### config.mk
export PLATFORM = sky130hd
export DESIGN_NAME = adder_share_arb
export DESIGN_NICKNAME = d
export VERILOG_FILES = /design/src/rtl/adder_share_pkg.sv /design/src/rtl/adder_share_arb_rr_arb.sv /design/src/rtl/adder_share_arb.sv
export SDC_FILE = /design/constraint.sdc
export NUM_CORES = 1
export LEC_CHECK = 0
export BUFFER_PORTS_ARGS = -buffer_cell sky130_fd_sc_hd__buf_2
export CORE_AREA = 5 5 272 274
export DETAILED_ROUTE_END_ITERATION = 10
export DIE_AREA = 0 0 277 279
export SYNTH_ARGS = -nofsm -noshare
export SYNTH_HDL_FRONTEND = slang
export SYNTH_SLANG_ARGS = --single-unit
### constraint.sdc
create_clock -name clk -period 10 [get_ports clk]
set_input_delay 1 -clock clk [delete_from_list [all_inputs] [get_ports clk]]
set_output_delay 1 -clock clk [all_outputs]
set_load 0.01 [all_outputs]
### src/rtl/adder_share_pkg.sv
// Shared types and constants for the shared-adder arbiter slice.
// A 2W-bit add is run as two chained W-bit passes through one external adder.
package adder_share_pkg;

  localparam int NREQ_DEF = 4;
  localparam int W_DEF    = 32;
  localparam int ID_W     = $clog2(NREQ_DEF);

  localparam logic [1:0] ST_IDLE = 2'd0;
  localparam logic [1:0] ST_LO   = 2'd1;
  localparam logic [1:0] ST_HI   = 2'd2;
  localparam logic [1:0] ST_RSP  = 2'd3;

  typedef enum logic [1:0] {
    IDLE = ST_IDLE,
    LO   = ST_LO,
    HI   = ST_HI,
    RSP  = ST_RSP
  } state_e;

  typedef struct packed {
    logic [2*W_DEF-1:0] a;
    logic [2*W_DEF-1:0] b;
    logic               cin;
    logic               wide;
    logic [ID_W-1:0]    id;
  } op_t;

endpackage

### src/rtl/adder_share_arb_rr_arb.sv
// Round-robin arbiter: grants the first set request at or after ptr, wrapping.
// Produces both a one-hot grant and its encoded index.
module rr_arb #(
  parameter int NREQ = 4,
  parameter int IW   = $clog2(NREQ)
) (
  input  logic [NREQ-1:0] req,
  input  logic [IW-1:0]   ptr,
  output logic [NREQ-1:0] gnt,
  output logic [IW-1:0]   gnt_id,
  output logic            any
);

  logic [IW-1:0] idx;

  always_comb begin
    gnt    = '0;
    gnt_id = '0;
    any    = 1'b0;
    idx    = '0;
    for (int i = 0; i < NREQ; i++) begin
      idx = IW'((int'(ptr) + i) % NREQ);
      if (!any && req[idx]) begin
        any      = 1'b1;
        gnt[idx] = 1'b1;
        gnt_id   = idx;
      end
    end
  end

endmodule

### src/rtl/adder_share_arb.sv
// Shares one external W-bit adder among NREQ requesters; wide ops take a low
// pass then a high pass using the carry captured from the low pass.
module adder_share_arb
  import adder_share_pkg::*;
#(
  parameter int NREQ = NREQ_DEF,
  parameter int W    = W_DEF
) (
  input  logic                      clk,
  input  logic                      rst,
  input  logic [NREQ-1:0]           req_valid,
  output logic [NREQ-1:0]           req_ready,
  input  logic [NREQ*2*W-1:0]       req_a,
  input  logic [NREQ*2*W-1:0]       req_b,
  input  logic [NREQ-1:0]           req_cin,
  input  logic [NREQ-1:0]           req_wide,
  output logic [W-1:0]              add_a,
  output logic [W-1:0]              add_b,
  output logic                      add_cin,
  input  logic [W-1:0]              add_s,
  input  logic                      add_cout,
  output logic                      rsp_valid,
  input  logic                      rsp_ready,
  output logic [$clog2(NREQ)-1:0]   rsp_id,
  output logic [2*W-1:0]            rsp_sum,
  output logic                      rsp_cout
);

  localparam int IW = $clog2(NREQ);

  logic [1:0]     state;
  logic [IW-1:0]  ptr;
  logic [2*W-1:0] op_a;
  logic [2*W-1:0] op_b;
  logic           op_cin;
  logic           op_wide;
  logic [IW-1:0]  op_id;
  logic [W-1:0]   sum_lo;
  logic [W-1:0]   sum_hi;
  logic           carry;

  logic [NREQ-1:0] gnt;
  logic [IW-1:0]   gnt_id;
  logic            gnt_any;
  logic [2*W-1:0]  sel_a;
  logic [2*W-1:0]  sel_b;

  rr_arb #(.NREQ(NREQ), .IW(IW)) u_arb (
    .req    (req_valid),
    .ptr    (ptr),
    .gnt    (gnt),
    .gnt_id (gnt_id),
    .any    (gnt_any)
  );

  assign sel_a     = req_a[int'(gnt_id)*2*W +: 2*W];
  assign sel_b     = req_b[int'(gnt_id)*2*W +: 2*W];
  assign req_ready = (state == ST_IDLE) ? gnt : '0;

  assign rsp_valid = (state == ST_RSP);
  assign rsp_id    = op_id;
  assign rsp_sum   = {sum_hi, sum_lo};
  assign rsp_cout  = carry;

  // The adder is only driven during the two compute passes.
  always_comb begin
    add_a   = '0;
    add_b   = '0;
    add_cin = 1'b0;
    case (state)
      ST_LO: begin
        add_a   = op_a[W-1:0];
        add_b   = op_b[W-1:0];
        add_cin = op_cin;
      end
      ST_HI: begin
        add_a   = op_a[2*W-1:W];
        add_b   = op_b[2*W-1:W];
        add_cin = carry;
      end
      default: ;
    endcase
  end

  always_ff @(posedge clk or negedge rst) begin
    if (!rst) begin
      state   <= ST_IDLE;
      ptr     <= '0;
      op_a    <= '0;
      op_b    <= '0;
      op_cin  <= 1'b0;
      op_wide <= 1'b0;
      op_id   <= '0;
      sum_lo  <= '0;
      sum_hi  <= '0;
      carry   <= 1'b0;
    end else begin
      case (state)
        ST_IDLE: begin
          if (gnt_any) begin
            op_a    <= sel_a;
            op_b    <= sel_b;
            op_cin  <= req_cin[gnt_id];
            op_wide <= req_wide[gnt_id];
            op_id   <= gnt_id;
            ptr     <= (int'(gnt_id) == NREQ - 1) ? '0 : gnt_id + 1'b1;
            // Narrow results must report a zero upper half.
            sum_hi  <= '0;
            state   <= ST_LO;
          end
        end
        ST_LO: begin
          sum_lo <= add_s;
          carry  <= add_cout;
          state  <= op_wide ? ST_HI : ST_RSP;
        end
        ST_HI: begin
          sum_hi <= add_s;
          carry  <= add_cout;
          state  <= ST_RSP;
        end
        default: begin
          if (rsp_ready) state <= ST_IDLE;
        end
      endcase
    end
  end

endmodule

==> summary.txt <==
Synth
  • Number of different library cells in the post-synthesis netlist: 39
  • Mux share of post-synthesis cell area: between 20% and 30%
  • Synth Area in Compound Gates: 21.2%
  • Largest family of logic cells by synthesized area: multiplexers
  • Basic-gate share of the synthesized area counting and, or, nand and nor cells: approximately 8%
  • Mean cell area of the mapped netlist: around 11 sq um
  • Yosys top cell by area: sky130_fd_sc_hd__dfrtp_1
  • Flip-flop cell with the highest count after synthesis: sky130_fd_sc_hd__dfrtp_1
  • Post-Syn Nets: about 1700
  • Flops & latches, synth: ~200
  • Instance count of the mapped netlist: approximately 1100
  • Number of synthesized flops with an enable pin: 0
  • Synth warn: 0
  • Area share of the largest cell type after synthesis: ~40%
  • Top cells by area in the synthesized netlist: sky130_fd_sc_hd__dfrtp_1 40%, sky130_fd_sc_hd__mux2i_1 21%, sky130_fd_sc_hd__o221ai_2 11%, sky130_fd_sc_hd__a22oi_1 4.3%, sky130_fd_sc_hd__nand2_1 4.0%
  • Adder-cell area share of the yosys netlist: around 1.2%
  • Synthesized-area fraction occupied by xor and xnor cells: less than 1%
  • Cell Area, Synth: approximately 0.013 sq mm
  • Seq/Total Area, Yosys: around two fifths
  • Proportion of synthesized flip-flops having asynchronous set or reset: 100%

Drt
  • Wire length on met2: around 26000 microns
  • Detail Route met3 WL: ~3800 microns
  • Per-cell routed wire length: 19.9 microns
  • Routed wire length: about 54000 microns
  • DR iter-0 viols: between 700 and 800
  • DRC violations left: 0
  • Via-per-instance ratio: around 4.4
  • Number of optimization iterations in the first detailed-route pass: 5
  • Vias post-DR: approximately 12000
  • Sum of routed wire segments on met1: around 22000 microns
  • Antenna violation net count after detailed routing: 0
  • Uppermost metal layer occupied by signal nets: met4

Place
  • Area after DPL: about 0.017 sq mm
  • Post-detail-place hpwl: ~39000 microns
  • Gp weighted congestion: roughly 0.9
  • Count of placed standard cells including taps: roughly 2700
  • Count of input and output buffers: slightly below 700

Finish
  • Synthesis-to-layout area growth: 40.1%
  • Number of cells in the finished layout apart from fillers: about 2700
  • Final-layout fill cell count: between 7000 and 8000
  • Fraction of layout instances using a drive strength above 1: approximately 51%
  • Antenna diode count: 0
  • Total Nets Final: 2307
  • Layout Cell Area excl Fill: 0.0177 sq mm
  • Utilization after layout: about 25%

Worst setup path
  • Critical Path, Cell by Cell: inv_1 -> ha_1 -> mux4_2 -> and2b_2 -> nor2_1 -> o2bb2ai_4 -> buf_12 -> mux2i_1 -> o221ai_2
  • Arrival time reported for the critical path endpoint: 5320 ps
  • FF-to-FF End: op_a[39]$_DFFE_PN0P_
  • Setup crit start kind: flip-flop
  • Launch instance of the worst register-to-register path: ptr[0]$_DFFE_PN0P_
  • Setup slack on the worst flop-to-flop path: ~5100 ps
  • Cell with the biggest individual delay on the critical path: sky130_fd_sc_hd__o2bb2ai_4
  • Start point of the critical path: ptr[0]$_DFFE_PN0P_
  • Length in cells of the worst reg-to-reg path: 9
  • Delay contributed by the slowest stage of the critical path: 780 ps
  • Data required, critical path: between 10000 and 15000 ps
  • Setup crit end kind: flip-flop
  • Highest net fanout along the worst path: 119
  • Critical path start-end classification: flip-flop to flip-flop

Clocking
  • Max H-tree Level: 1
  • Cts hold-fix bufs: 0
  • Number of instances resized during post-cts repair: 0
  • Max clock buf depth: 3
  • Clock latency at the later pin of the worst-skew pair: ~570 ps
  • # Post-CTS Setup Buffers: 0
  • TritonCTS Sinks: between 200 and 250
  • Clock slew at reported path FFs: around 60 ps
  • Number of CTS-inserted buffers: 26
  • Root buffer selected by CTS: sky130_fd_sc_hd__clkbuf_16
  • CTS tree: built

Power and ir drop
  • Total power per unit cell area: about 350 mW/mm^2
  • Internal power summed over all cells: ~3.4 mW
  • Portion of total power attributed to the clock network: 14.5%
  • Sequential group share of total power: a little under a quarter
  • Reported net switching power: approximately 2.8 mW
  • Switching fraction of total power: 45.4%
  • Part of the total power dissipated in combinational logic: between 60% and 70%
  • Standby leakage power: around 8.6 nW
  • Max rail drop VDD: approximately 0.0011 V

STA
  • Final-layout worst hold slack: roughly 440 ps
  • Slew at the pin with the worst max-slew slack: between 1000 and 1500 ps
  • Hold violation count in the final report: 0
  • Final number of setup-violating endpoints: 0
  • Max Transition Viols Final: 0
  • Worst clock skew: around 24 ps
  • Setup TNS: 0 ps
  • Normalized max-slew margin: between 20% and 30%
  • Setup repair after global routing missed its margin: false
  • Fraction of the cycle the final worst path needs: between 40% and 50%
  • Clock period minus worst slack: between 4000 and 5000 ps
  • Maximum operating frequency: a little over 200 MHz

Global route
  • Maximum number of pins on one net before global-route repair: 120
  • Via count of the first global-routing pass: 12500
  • Total global routing overflow: 0
  • First-pass GRT wire length: 79200 microns
  • Total routing resource utilization after global routing: between 10% and 20%
  • Number of antenna violations at the first check in global routing: 1

Floorplanning
  • FP Rows: 98
  • I/O pin total: approximately 700
  • Starting utilization of the core area: 17.8%
  • Width of the chip: ~280 microns
  • Die extent in y: 279 microns
  • Die Outline Area: ~0.077 sq mm
  • Placeable core region: 0.0711 sq mm

Hold path
  • Worst hold-check path type: input port to async pin

Run status
  • Run status: finished, final reports clean

Job
  • Max-cap check violation count: 0
==> layer usage <==
metal  global-route usage (%)  vias up
met5                        0        -
met4                     3.52        0
met3                     3.16       58
met1                     16.5     5769
met2                     22.1      526
li1                         -     5478
==> flip-flops by register name (all words and copies together) (netlist names) <==
register  cells
op_a         64
state         2
rsp_cout      1
rsp_id        2
op_wide       1
sum_hi       32
op_cin        1
op_b         64
ptr           2
sum_lo       32
==> metrics by stage <==
stage,setup slack [ps],power [mW]
floorplan,6460,4.28
global placement,5210,5.35
detailed placement,5130,5.39
CTS,5110,6.35
global route,4850,6.68
finish,5090,6.25
==> critical path: cells and delay by family (launching register included) <==
kind / cells / cell delay (ps)
AO/OA/AOI/OAI: 2 / 910
flip-flops: 1 / 690
buffers and inverters: 2 / 830
multiplexers: 2 / 1110
AND/OR/NAND/NOR: 2 / 400
adder cells (fa/ha/maj): 1 / 450
==> worst max path at each step <==
stage / slack (ps) / endpoint
global route: 4850 / op_a[39]$_DFFE_PN0P_
floorplan: 6460 / req_ready[0]
global placement: 5210 / op_a[39]$_DFFE_PN0P_
detailed placement: 5130 / op_a[39]$_DFFE_PN0P_
finish: 5090 / op_a[39]$_DFFE_PN0P_
CTS: 5110 / op_a[39]$_DFFE_PN0P_
==> layout by cell type, fill, tap and decap left out, types with 2 or more instances in the layout <==
master	synthesis	layout
sky130_fd_sc_hd__mux2i_1	263	263
sky130_fd_sc_hd__buf_12	1	2
sky130_fd_sc_hd__buf_4	10	12
sky130_fd_sc_hd__clkbuf_8	0	2
sky130_fd_sc_hd__a22o_1	33	33
sky130_fd_sc_hd__clkinv_2	0	7
sky130_fd_sc_hd__a22oi_1	73	73
sky130_fd_sc_hd__o21ai_0	7	7
sky130_fd_sc_hd__mux2_2	35	35
sky130_fd_sc_hd__ha_1	12	9
sky130_fd_sc_hd__o22ai_1	2	2
sky130_fd_sc_hd__buf_2	32	695
sky130_fd_sc_hd__mux4_2	2	2
sky130_fd_sc_hd__o221ai_2	89	89
sky130_fd_sc_hd__o31ai_1	2	2
sky130_fd_sc_hd__nor2b_1	67	67
sky130_fd_sc_hd__clkbuf_1	54	8
sky130_fd_sc_hd__clkbuf_16	0	26
sky130_fd_sc_hd__ha_4	0	2
sky130_fd_sc_hd__nand2_1	135	135
sky130_fd_sc_hd__dfrtp_1	201	201
sky130_fd_sc_hd__and2_1	5	4
sky130_fd_sc_hd__o221ai_1	42	42
sky130_fd_sc_hd__inv_1	6	6
sky130_fd_sc_hd__a21oi_1	2	2
sky130_fd_sc_hd__nor2_1	4	4
sky130_fd_sc_hd__xnor2_1	2	2
sky130_fd_sc_hd__a211oi_1	3	3
==> cells by family (layout without fill, tap and decap cells) <==
family / Yosys count / in the layout
AOI/OAI and AO/OA: 258 / 258
xor gates and xnor gates: 2 / 2
adders and majority gates: 12 / 12
buffers and inverters: 115 / 762
DFF: 201 / 201
muxes: 301 / 301
and+or+nand+nor: 217 / 217
==> power by group through the flow <==
stage / sequential [mW] / combinational, mW / clock (mW)
after floorplan: 1.46 / 2.81 / 0
after global placement: 1.49 / 3.86 / 0
after detailed placement: 1.49 / 3.90 / 0
after CTS: 1.49 / 3.91 / 0.955
after global routing: 1.53 / 4.17 / 0.983
final: 1.49 / 3.86 / 0.908
==> layout make-up <==
cell class                      instances  area (sq um)  share of cell area (%)
Multi-Input combinational cell        790          7030                    39.7
Sequential cell                       201          5030                    28.4
Timing Repair Buffer                  710          3620                    20.5
Tap cell                              950          1190                    6.72
Clock buffer                           36           708                    4.00
Clock inverter                         10          88.8                   0.502
Inverter                                6          22.5                   0.127
==> synth_stat cells (12+ instances only) <==
master                     number
sky130_fd_sc_hd__mux2i_1      263
sky130_fd_sc_hd__dfrtp_1      201
sky130_fd_sc_hd__nand2_1      135
sky130_fd_sc_hd__o221ai_2      89
sky130_fd_sc_hd__a22oi_1       73
sky130_fd_sc_hd__nor2b_1       67
sky130_fd_sc_hd__clkbuf_1      54
sky130_fd_sc_hd__o221ai_1      42
sky130_fd_sc_hd__mux2_2        35
sky130_fd_sc_hd__a22o_1        33
sky130_fd_sc_hd__buf_2         32
sky130_fd_sc_hd__ha_1          12
Power figures use the tool's default switching activity.
